File: config.mk
export PLATFORM = sky130hd
export DESIGN_NAME = draw_rect_char_16x16
export DESIGN_NICKNAME = d
export VERILOG_FILES = /design/src/rtl/vga_pkg.sv /design/src/rtl/signal_delay.sv /design/src/rtl/draw_rect_char_16x16.sv
export SDC_FILE = /design/constraint.sdc
export NUM_CORES = 1
export LEC_CHECK = 0
export ABC_AREA = 1
export ABC_CLOCK_PERIOD_IN_PS = 1600
export BUFFER_PORTS_ARGS = -buffer_cell sky130_fd_sc_hd__buf_2
export CAP_MARGIN = 20
export CORE_ASPECT_RATIO = 1.2
export CORE_MARGIN = 4
export CORE_UTILIZATION = 35
export CTS_CLUSTER_SIZE = 12
export DETAILED_ROUTE_END_ITERATION = 12
export GPL_TIMING_DRIVEN = 0
export PLACE_DENSITY = 0.53
export SLEW_MARGIN = 20
export SYNTH_ARGS = -nofsm -noshare
export SYNTH_HDL_FRONTEND = slang
export SYNTH_SLANG_ARGS = --single-unit
File: constraint.sdc
create_clock -name clk -period 1.6 [get_ports clk]
set_input_delay 0.24 -clock clk [delete_from_list [all_inputs] [get_ports clk]]
set_output_delay 0.24 -clock clk [all_outputs]
set_load 0.03 [all_outputs]
File: src/rtl/vga_pkg.sv
// Shared VGA pipeline definitions: counter/colour widths, text-grid geometry
// and the packed timing+colour bundle carried through delay lines.
// No ports; imported by the text-overlay stages.
package vga_pkg;

  localparam int COUNT_W           = 11;
  localparam int RGB_W             = 12;

  localparam int CHAR_W            = 8;
  localparam int CHAR_H            = 16;
  localparam int TEXT_COLS         = 16;
  localparam int TEXT_ROWS         = 16;
  localparam int DRAW_CHAR_LATENCY = 4;

  // Pixel extent of the text rectangle.
  localparam int RECT_W = CHAR_W * TEXT_COLS;   // 128
  localparam int RECT_H = CHAR_H * TEXT_ROWS;   // 256

  // Timing + colour stream as one packed word so it can share a delay line.
  typedef struct packed {
    logic               hsync;
    logic               vsync;
    logic               hblnk;
    logic               vblnk;
    logic [COUNT_W-1:0] hcount;
    logic [COUNT_W-1:0] vcount;
    logic [RGB_W-1:0]   rgb;
  } vga_bus_t;

  localparam int VGA_BUS_W = $bits(vga_bus_t);   // 38

endpackage

File: src/rtl/signal_delay.sv
// Generic WIDTH x DEPTH register chain; dout is din delayed by DEPTH cycles.
// Ports: clk, rst_n (async active-low, clears every stage), din, dout.
// Latency DEPTH cycles, no flow control.
module signal_delay #(
  parameter int WIDTH = 1,
  parameter int DEPTH = 1
) (
  input  logic             clk,
  input  logic             rst_n,
  input  logic [WIDTH-1:0] din,
  output logic [WIDTH-1:0] dout
);

  logic [WIDTH-1:0] stage [DEPTH];

  always_ff @(posedge clk or negedge rst_n) begin
    if (!rst_n) begin
      for (int i = 0; i < DEPTH; i++) stage[i] <= '0;
    end else begin
      stage[0] <= din;
      for (int i = 1; i < DEPTH; i++) stage[i] <= stage[i-1];
    end
  end

  assign dout = stage[DEPTH-1];

endmodule

File: src/rtl/draw_rect_char_16x16.sv
// Text overlay for a 128x256 px rectangle of 16x16 8x16-pixel characters.
// Ports: VGA stream in (hcount/vcount/sync/blank/rgb), text ROM address
//   char_xy, font line char_line, font row char_pixels, VGA stream out.
// Latency 4 cycles on every *_out; no back-pressure.
// Optional macro DRAW_RECT_CHAR_BG_EN: fill empty glyph pixels with BG_COLOR.
module draw_rect_char_16x16
  import vga_pkg::*;
#(
  parameter int               XPOS       = 100,
  parameter int               YPOS       = 100,
  parameter logic [RGB_W-1:0] TEXT_COLOR = 12'hfff,
  parameter logic [RGB_W-1:0] BG_COLOR   = 12'h000
) (
  input  logic               clk,
  input  logic               rst_n,

  input  logic [COUNT_W-1:0] hcount_in,
  input  logic [COUNT_W-1:0] vcount_in,
  input  logic               hsync_in,
  input  logic               vsync_in,
  input  logic               hblnk_in,
  input  logic               vblnk_in,
  input  logic [RGB_W-1:0]   rgb_in,

  output logic [7:0]         char_xy,
  output logic [3:0]         char_line,
  input  logic [7:0]         char_pixels,

  output logic [COUNT_W-1:0] hcount_out,
  output logic [COUNT_W-1:0] vcount_out,
  output logic               hsync_out,
  output logic               vsync_out,
  output logic               hblnk_out,
  output logic               vblnk_out,
  output logic [RGB_W-1:0]   rgb_out
);

  localparam logic [COUNT_W-1:0] X_LO = COUNT_W'(XPOS);
  localparam logic [COUNT_W-1:0] X_HI = COUNT_W'(XPOS + RECT_W);
  localparam logic [COUNT_W-1:0] Y_LO = COUNT_W'(YPOS);
  localparam logic [COUNT_W-1:0] Y_HI = COUNT_W'(YPOS + RECT_H);

  // ---------------- stage 0: rectangle test and cell offsets -------------
  logic       in_rect;
  logic [6:0] dx;   // only the low bits of the offset are ever needed, so
  logic [7:0] dy;   // subtracting on the truncated operands is equivalent

  assign in_rect = (hcount_in >= X_LO) && (hcount_in < X_HI) &&
                   (vcount_in >= Y_LO) && (vcount_in < Y_HI) &&
                   !(hblnk_in || vblnk_in);
  assign dx = hcount_in[6:0] - X_LO[6:0];
  assign dy = vcount_in[7:0] - Y_LO[7:0];

  // ---------------- stage 1: text ROM address ----------------------------
  logic [3:0] line_s1;
  logic [2:0] gx_s1;
  logic       in_rect_s1;

  always_ff @(posedge clk or negedge rst_n) begin
    if (!rst_n) begin
      char_xy    <= '0;
      line_s1    <= '0;
      gx_s1      <= '0;
      in_rect_s1 <= 1'b0;
    end else begin
      char_xy    <= in_rect ? {dy[7:4], dx[6:3]} : 8'h00;
      line_s1    <= in_rect ? dy[3:0] : 4'h0;
      gx_s1      <= dx[2:0];
      in_rect_s1 <= in_rect;
    end
  end

  // ---------------- stage 2: glyph line, aligned with char_code ----------
  always_ff @(posedge clk or negedge rst_n) begin
    if (!rst_n) char_line <= '0;
    else        char_line <= line_s1;
  end

  // glyph x / in_rect ride along to stage 3, where char_pixels arrives.
  logic [2:0] gx_s3;
  logic       in_rect_s3;

  signal_delay #(.WIDTH(4), .DEPTH(2)) u_glyph_delay (
    .clk   (clk),
    .rst_n (rst_n),
    .din   ({in_rect_s1, gx_s1}),
    .dout  ({in_rect_s3, gx_s3})
  );

  // ---------------- stage 4: pixel decision ------------------------------
  // Registered alongside the last stage of the bus delay line so that the
  // colour mux below sees both at the same cycle.
  logic pix_q;

  always_ff @(posedge clk or negedge rst_n) begin
    if (!rst_n) pix_q <= 1'b0;
    else        pix_q <= in_rect_s3 && char_pixels[3'd7 - gx_s3];
  end

`ifdef DRAW_RECT_CHAR_BG_EN
  logic in_rect_q;

  always_ff @(posedge clk or negedge rst_n) begin
    if (!rst_n) in_rect_q <= 1'b0;
    else        in_rect_q <= in_rect_s3;
  end
`endif

  // ---------------- timing + colour bundle -------------------------------
  vga_bus_t bus_in;
  vga_bus_t bus_d;

  assign bus_in = '{hsync:  hsync_in,  vsync:  vsync_in,
                    hblnk:  hblnk_in,  vblnk:  vblnk_in,
                    hcount: hcount_in, vcount: vcount_in,
                    rgb:    rgb_in};

  signal_delay #(.WIDTH(VGA_BUS_W), .DEPTH(DRAW_CHAR_LATENCY)) u_bus_delay (
    .clk   (clk),
    .rst_n (rst_n),
    .din   (bus_in),
    .dout  (bus_d)
  );

  assign hcount_out = bus_d.hcount;
  assign vcount_out = bus_d.vcount;
  assign hsync_out  = bus_d.hsync;
  assign vsync_out  = bus_d.vsync;
  assign hblnk_out  = bus_d.hblnk;
  assign vblnk_out  = bus_d.vblnk;

  // Blanking is already folded into in_rect, so blank pixels never take
  // the text or fill colour.
  always_comb begin
    rgb_out = bus_d.rgb;
    if (pix_q) begin
      rgb_out = TEXT_COLOR;
    end
`ifdef DRAW_RECT_CHAR_BG_EN
    else if (in_rect_q) begin
      rgb_out = BG_COLOR;
    end
`endif
  end

endmodule

**After elaboration in Yosys (flattened, before gate mapping)**

Cells that the tools add are included.

- $add $sub $neg: 3
- Reduce and logical (&&, ||, !) cells: 7
- Order comparisons: 5
- Muxes and demuxes: 5

Operator list:

| kind | number |
|---|---|
| $ge A11 B7 Y1 const B | 2 |
| $mux W12 | 1 |
| $lt A11 B8 Y1 const B | 1 |
| $lt A11 B9 Y1 const B | 1 |
| $mux W8 | 1 |
| $sub A8 B7 Y8 const B | 1 |
| $sub A7 B7 Y7 const B | 1 |
| $logic_and A1 B1 Y1 | 5 |
| $lt A3 B4 Y1 const B | 1 |
| $mux W4 | 1 |
| $bmux W1 S3 | 1 |
| $sub A3 B3 Y3 const A | 1 |
| $logic_not A1 Y1 | 1 |
| $logic_or A1 B1 Y1 | 1 |
| $mux W1 | 1 |

- Register bits: 181
- Output and inout port bits: 50
- Input bits: 48
- Word-level logic and storage cells: 32

**Depth between registers and ports, before layout**

Gate-level depths: netlist of run 1.

- Depth after elaboration: 6
- Mapped depth: 11
- Mapped depth without buffers: 10

**Modules after synthesis**

From an unflattened synthesis of run 1, not the netlist that was laid out.

- Cells, all modules: 324
- Area, all modules: 5391.4 µm²

Modules (own cells, without submodules):

| module | instances | area an instance (µm²) | cells an instance |
|---|---|---|---|
| signal_delay (u_bus_delay) | 1 | 4088.9 | 190 |
| draw_rect_char_16x16 | 1 | 1072.3 | 122 |
| signal_delay (u_glyph_delay) | 1 | 230.2 | 12 |

**Least setup slack after synthesis of run 1**

No wires, ideal clock.

- Path kind: input to register
- Start: input port vcount_in[3]
- End: register char_xy[6]
- Arrival: 1.075 ns
- Path slack: 0.456 ns
- Cell stages on the path: 11
- Cells stage by stage: inv_1 > ha_1 > inv_1 > nor2_1 > nand3_1 > nand2_1 > nor2_1 > nor2_1 > nand2_2 > buf_6 > nor2_2

- Longest elaborated chain between the ends: 5
- Elaborated cells on any way between the ends: 7
- Those cells by class: add/sub: 1; order compare: 2; mux: 1; reduce/logical: 3

RTL lines:

| element | RTL line | RTL |
|---|---|---|
| start: declaration | draw_rect_char_16x16.sv:18 | `input logic [COUNT_W-1:0] vcount_in,` |
| $ge A11 B7 Y1 | draw_rect_char_16x16.sv:49 | `(vcount_in >= Y_LO) && (vcount_in < Y_HI) &&` |
| $logic_and A1 B1 Y1 | draw_rect_char_16x16.sv:48 | `assign in_rect = (hcount_in >= X_LO) && (hcount_in < X_HI) &&` |
| $logic_and A1 B1 Y1 (2 in a row) | draw_rect_char_16x16.sv:49 |  |
| $mux W8 * | draw_rect_char_16x16.sv:66 | `char_xy <= in_rect ? {dy[7:4], dx[6:3]} : 8'h00;` |
| end signal: assignment | draw_rect_char_16x16.sv:66 |  |
| end: declaration | draw_rect_char_16x16.sv:25 | `output logic [7:0] char_xy,` |

Every way passes the cells marked *; elsewhere a longest branch is shown, timed or not.

**Worst setup path in the final report of run 1**

- Start: register pix_q
- End: output port rgb_out[6]

- Longest elaborated chain between the ends: 1

RTL lines:

| element | RTL line | RTL |
|---|---|---|
| start: declaration | draw_rect_char_16x16.sv:93 | `logic pix_q;` |
| start signal: assignment | draw_rect_char_16x16.sv:97 | `else pix_q <= in_rect_s3 && char_pixels[3'd7 - gx_s3];` |
| $mux W12 | draw_rect_char_16x16.sv:136 | `if (pix_q) begin` |
| end: declaration | draw_rect_char_16x16.sv:35 | `output logic [RGB_W-1:0] rgb_out` |

Every way passes these cells.

==> run metrics, run 1 <==
Layout Nets=509; total grt overflow=0; row cnt=48; required time worst endpoint=1360 ps; # diodes=0; Die X=118.1 um; antenna-violating nets left=0; Area Overhead vs Synth=37.97%; Min-Delay Startpoint=vcount_in[3]; total power=9.350 mW; vias in the first global route=2786; CP arrival=1350 ps; Power Density=1331 nW/um^2; leading area contributor after synthesis=dfrtp_1; gr usage total=0.1049; ys flop type=dfrtp_1; Total Wirelength=7.918 mm; Worst VDD drop=0.5122 mV; Residual DRC=0; status=finished, final reports clean; critical path class=flop to primary output; hpwl dp=4.972 mm; MaxCap Viol Count=0; Max-slew headroom=0.5898; Via density=3.885; first-pass GRT wire length=13.58 mm; Routed wire per std cell=12.28 um; RSZ-0062 raised after global routing=yes; reg2reg setup slack=570 ps; die area=16550 sq um; share of the synthesized area in the top cell type=0.8602; H-tree depth=4; Yosys warnings=0; hold path depth=1; Pleak=3.451 nW; die height=140.1 um; Slew @ Worst Pin=615.3 ps; CTS Buffer Depth=2; crit path cell chain=clkbuf_8 > or2_4 > buf_6; Finished Cell Area=7024 sq um; root buf cell=clkbuf_16; CP Capture Type=primary output; Crit Path Max Fanout=5; Initial Util=0.3547; startpoint types=flop; layout cells sized above 1=0.4043; fin crit share=0.9914; worst hold path class=input pin to flop; Fmax=0.6304 GHz; syn nets=350; TritonCTS buffer count=17; mapped cell area=5091 sq um; Seq/Total Area, Yosys=0.8602; DP Area=5833 sq um; Max Clock Skew=6.743 ps; dominant cells by area after synthesis=dfrtp_1 86%, buf_4 3.2%, nor2_1 1.5%; number of synthesized flops with an enable pin=0; Worst-path clk slew=70 ps; Synth Register Bits=175; largest net degree at the start of global routing=92; max incr delay on CP=420 ps; CTS tree=built; Non-Filler Instances=645; R2R Path Start=u_glyph_delay.dout[0]; initial antenna violation count=0; WHS Endpoint=u_bus_delay.stage[129]; port bufs=97; Slew Viols, Final=0; r2r endpoint=pix_q; I/O pin cnt=98; Pre-antenna DRT Iters=4; Cell variety after synth=20; DRT iter0 DRCs=153; Hold Violations, Final=0; Syn Area/Cell=17.08 sq um; count leader, synth=dfrtp_1; clk sinks=175; Post-synth ARST share=1.000; Vias=2506; Placed Cells=571; Final setup viols=0; path depth of the worst reg2reg path=5; gp weighted congestion=0.7257; synth cell count leaders=175 x dfrtp_1, 22 x buf_4, 20 x nor2_1; shortest period the worst path allows=1586 ps; core area=14350 sq um; Synth Instances=298; worst skew pair latency=410 ps; Critical Path Slowest Stage Cell=dfrtp_1
[cell families (layout without fill, tap and decap cells)]
family	count (synthesis)	after routing	share of synthesized area
flip-flops	175	175	0.8602
XOR/XNOR	7	7	0.01204
adder cells (fa/ha/maj)	4	4	0.009831
buffers and inverters	42	214	0.04866
AND/OR/NAND/NOR	61	61	0.05996
AO/OA/AOI/OAI	9	9	0.009338
[where the power goes]
part           switching, mW  total, mW  internal (mW)
Sequential            0.0499       4.67           4.62
Combinational          0.311      0.561          0.249
Clock                   1.75       4.12           2.37
Total                   2.11       9.35           7.24
[timing repair]
item / 4_1_cts / 5_1_grt
setup endpoints to repair: 10 / 21
endpoints found under the hold margin: 122 / 0
cloned: 1 / 1
setup buffers: 0 / 3
pin swaps: 10 / 5
gates resized for setup: 34 / 20
hold buffers: 39 / 0
[worst max path at each step]
stage / from / end / slack [ps] / cells past startpoint
after floorplan: vcount_in[3] / char_xy[6] / 460 / 11
after global placement: rst_n / u_bus_delay.stage[128] / -2220 / 1
after detailed placement: vcount_in[3] / char_xy[6] / 130 / 12
after CTS: pix_q / rgb_out[3] / -20 / 3
after global routing: pix_q / rgb_out[5] / -50 / 3
final: pix_q / rgb_out[6] / 10 / 3
[layout by cell type (no fill, tap or decap), types with 2 or more instances in the layout]
cell type / n
buf_2: 82
buf_4: 25
buf_6: 12
bufinv_16: 2
clkbuf_16: 18
clkbuf_8: 2
clkinv_4: 2
clkinvlp_4: 3
dfrtp_1: 175
dlygate4sd3_1: 37
dlymetal6s4s_1: 2
ha_1: 3
inv_1: 13
inv_2: 4
inv_6: 3
inv_8: 3
nand2_1: 11
nand2_2: 3
nand3_1: 2
nor2_1: 18
nor2_2: 10
o21ai_0: 7
or2_2: 2
or2_4: 10
xnor2_1: 4
xor2_1: 3
[sequential cells by signal (all words and copies together) (netlist names)]
signal	count
in_rect_s1	1
pix_q	1
u_glyph_delay.stage	4
u_bus_delay.dout	38
char_xy	8
gx_s1	1
u_glyph_delay.dout	4
line_s1	4
u_bus_delay.stage	110
char_line	4
[per-layer routing]
metal,GRT usage,part of all wire
met3,0.03312,0.046
met4,0.05988,0.022
met2,0.1608,0.49
met1,0.1322,0.44
met5,0,0
[through the flow]
step                      utilization  hold WS (ps)  setup slack, ps  TNS, ps
after floorplan                     -        -55.59            456.5        0
final                          0.4894         102.9            13.83        0
after global routing           0.4894         96.65           -46.23   -402.4
after CTS                      0.4835         185.7           -16.57   -96.94
after global placement         0.4038         332.4            -2220  -385170
after detailed placement       0.4064         279.4            132.4        0
[critical path: cells and delay by family, from the launching register on]
family,cells,cell delay [ps]
flip-flops,1,420
buffers and inverters,2,300
AND/OR/NAND/NOR,1,220
[cell type report]
class | instances | area (sq um)
fillers | 1248 | 7330
flip-flops and latches | 175 | 4379
repair buffers | 140 | 1045
multi-input cells | 81 | 506.7
clock buffers | 18 | 429.2
well taps | 175 | 219.0
plain buffers | 24 | 198.9
clock inverters | 14 | 176.4
inverters | 18 | 70.07
Note: power is estimated with default switching activity, not from simulation.
==> inputs of run 2 (changes only) <==
ABC_AREA = default   (was 1)
CORE_UTILIZATION = 50   (was 35)
PLACE_DENSITY = 0.71   (was 0.53)
==> run 2 against run 1 <==
Worst hold slack worse by 52 ps. Sequential share of layout area is 1.4 points higher. Utilization is 20 points higher. Largest power group unchanged. Synthesized area is 0.25% higher. First-iteration DRC count is 42% lower. Via count is 0.96% lower. Highest routed layer unchanged. Critical endpoint is now rgb_out[7]. Die area is 28% lower.
==> run metrics, run 2 <==
CP arrival=1350 ps (about the same); Synth Register Bits=175 (unchanged); most common cell after layout, fill and taps aside=dfrtp_1 (unchanged); vias in the first global route=2777 (was 2786); worst skew pair latency=410 ps (about the same); required time worst endpoint=1360 ps (about the same); fill count=685 (was 1248); CTS Buffer Depth=2 (unchanged); shortest period the worst path allows=1590 ps (was 1586 ps); core area=10010 sq um (was 14350 sq um); Die X=100.2 um (was 118.1 um); Max-slew headroom=0.5667 (was 0.5898); startpoint types=flop (unchanged); DP Area=5784 sq um (was 5833 sq um); Crit Path Max Fanout=5 (unchanged); RSZ-0062 raised after global routing=yes (unchanged); Critical Path Slowest Stage Cell=dfrtp_1 (unchanged); hpwl dp=4.875 mm (was 4.972 mm); die height=118.7 um (was 140.1 um); synth cell count leaders=175 x dfrtp_1, 22 x buf_4, 12 x or2_2 (was 175 x dfrtp_1, 22 x buf_4, 20 x nor2_1); Vias=2482 (was 2506); Post-synth ARST share=1.000 (unchanged); CTS tree=built (unchanged); Slew Viols, Final=0 (unchanged); CP bufs+invs=2 (unchanged); Pre-antenna DRT Iters=3 (was 4); first-pass GRT wire length=13.21 mm (was 13.58 mm); mapped cell area=5104 sq um (was 5091 sq um); H-tree depth=4 (unchanged); I/O pin cnt=98 (unchanged); die area=11890 sq um (was 16550 sq um); most frequent cells in the layout=175 x dfrtp_1, 84 x buf_2, 39 x dlygate4sd3_1, 24 x buf_4, 17 x clkbuf_16 (was 175 x dfrtp_1, 82 x buf_2, 37 x dlygate4sd3_1, 25 x buf_4); root buf cell=clkbuf_16 (unchanged); Power Density=1303 nW/um^2 (was 1331 nW/um^2); status=finished, final reports clean (unchanged); Residual DRC=0 (unchanged); Worst VDD drop=0.7343 mV (was 0.5122 mV); total power=8.947 mW (was 9.350 mW); Slew @ Worst Pin=645.1 ps (was 615.3 ps); dominant cells by area after synthesis=dfrtp_1 86%, buf_4 3.2%, nor3_2 1.8% (was dfrtp_1 86%, buf_4 3.2%, nor2_1 1.5%); Total Wirelength=7.804 mm (was 7.918 mm); Final setup viols=0 (unchanged); critical path class=flop to primary output (unchanged); Cell variety after synth=28 (was 20); Worst-path clk slew=60 ps (was 70 ps); layout cells sized above 1=0.4237 (was 0.4043); leading area contributor after synthesis=dfrtp_1 (unchanged); Reg area=4379 sq um (unchanged); CP Capture Type=primary output (unchanged); DRT iter0 DRCs=89 (was 153); count leader, synth=dfrtp_1 (unchanged); worst hold path class=input pin to flop (unchanged); Syn Area/Cell=19.04 sq um (was 17.08 sq um); # diodes=0 (unchanged); Top Family by Delay on Critical Path=flip-flops (unchanged); max incr delay on CP=420 ps (about the same); Yosys warnings=0 (unchanged); setup_tns=0 ps (unchanged); Finished Cell Area=6867 sq um (was 7024 sq um); TritonCTS buffer count=17 (unchanged); Seq/Total Area, Yosys=0.8581 (was 0.8602); row cnt=40 (was 48); total grt overflow=0 (unchanged); crit path cell chain=clkbuf_8 > or2_4 > buf_6 (unchanged); Top reg by flops=u_bus_delay.stage (unchanged); Via density=4.393 (was 3.885); Synth Instances=268 (was 298); gr usage total=0.1501 (was 0.1049); Hold Violations, Final=0 (unchanged); Routed wire per std cell=13.81 um (was 12.28 um); share of the synthesized area in the top cell type=0.8581 (was 0.8602); Fmax=0.6291 GHz (was 0.6304 GHz); Max Clock Skew=5.371 ps (was 6.743 ps); MaxCap Viol Count=0 (unchanged); number of synthesized flops with an enable pin=0 (unchanged); gp weighted congestion=0.7687 (was 0.7257); Layout Nets=478 (was 509); antenna-violating nets left=0 (unchanged); Area Overhead vs Synth=34.54% (was 37.97%); area of the multi-input gates=540.5 sq um (was 506.7 sq um); syn nets=320 (was 350); largest net degree at the start of global routing=95 (was 92); Initial Util=0.5099 (was 0.3547); number of flip-flops in the largest register=110 (unchanged); ys flop type=dfrtp_1 (unchanged); initial antenna violation count=0 (unchanged); clk sinks=175 (unchanged); port bufs=97 (unchanged); fin crit share=0.9936 (was 0.9914); Pleak=3.319 nW (was 3.451 nW)
run 2: worst reg2reg max path, stage by stage, from the launching register on:
cell     delay (ps)
dfrtp_1         400
mux4_2          520
mux2i_1         170
nor2b_1          80
run 2: kinds of logic after synthesis:
logic type      Yosys count  synth area share
flops                   175            0.8581
buf+inv                  33           0.04339
fa+ha+maj                 4          0.009807
mux                       3           0.01079
simple gates             39           0.05418
xor+xnor                  7           0.01201
compound gates            7           0.01177
run 2: report_power, final:
group          switching [mW]  internal [mW]  leakage [nW]  total, mW
sequential             0.0527           4.62          2.09       4.68
combinational           0.314          0.254         0.957      0.568
clock                    1.59           2.11         0.276       3.70
run 2: path summary, 6_finish.rpt:
path	from	to	slack (ps)	depth (start not counted)
min in group asynchronous	rst_n	u_bus_delay.stage[64]	410	2
max in group asynchronous	rst_n	u_bus_delay.stage[81]	370	3
min	vcount_in[2]	line_s1[2]	50	2
max	pix_q	rgb_out[7]	10	3
max reg2reg	u_glyph_delay.dout[0]	pix_q	310	3
min reg2reg	u_bus_delay.stage[117]	u_bus_delay.stage[79]	340	0
run 2: area by class of cell:
type | count | share of cell area
buffer | 25 | 0.02934
clock buffer | 20 | 0.06797
clock inverter | 12 | 0.01239
inverter | 8 | 0.004373
multi-input combinational | 60 | 0.07872
sequential | 175 | 0.6378
tap | 126 | 0.02296
timing repair buffer | 139 | 0.1465
run 2: stage by stage:
stage          hold WS [ps]    util  worst slack (ps)  cells
2_1_floorplan        -55.59       -             177.8    268
3_3_place_gp          331.2  0.5741             -2123    491
3_5_place_dp          268.8  0.5779            -102.7    492
4_1_cts               20.71  0.6831            -31.17    564
5_1_grt               33.29  0.6860            -53.69    565
6_report              51.28  0.6860             10.32    565
run 2: timing repair:
item	in CTS	in global routing
gates resized for setup	34	6
setup endpoints to repair	10	15
hold endpoints to repair	119	0
buffers inserted	0	1
hold buffers	39	0
cloned	1	0
pin swaps	10	1
run 2: metal layers:
layer | track usage | part of all wire
met1 | 0.1625 | 0.37
met2 | 0.2546 | 0.55
met3 | 0.05608 | 0.055
met4 | 0.07498 | 0.024
met5 | 0 | 0
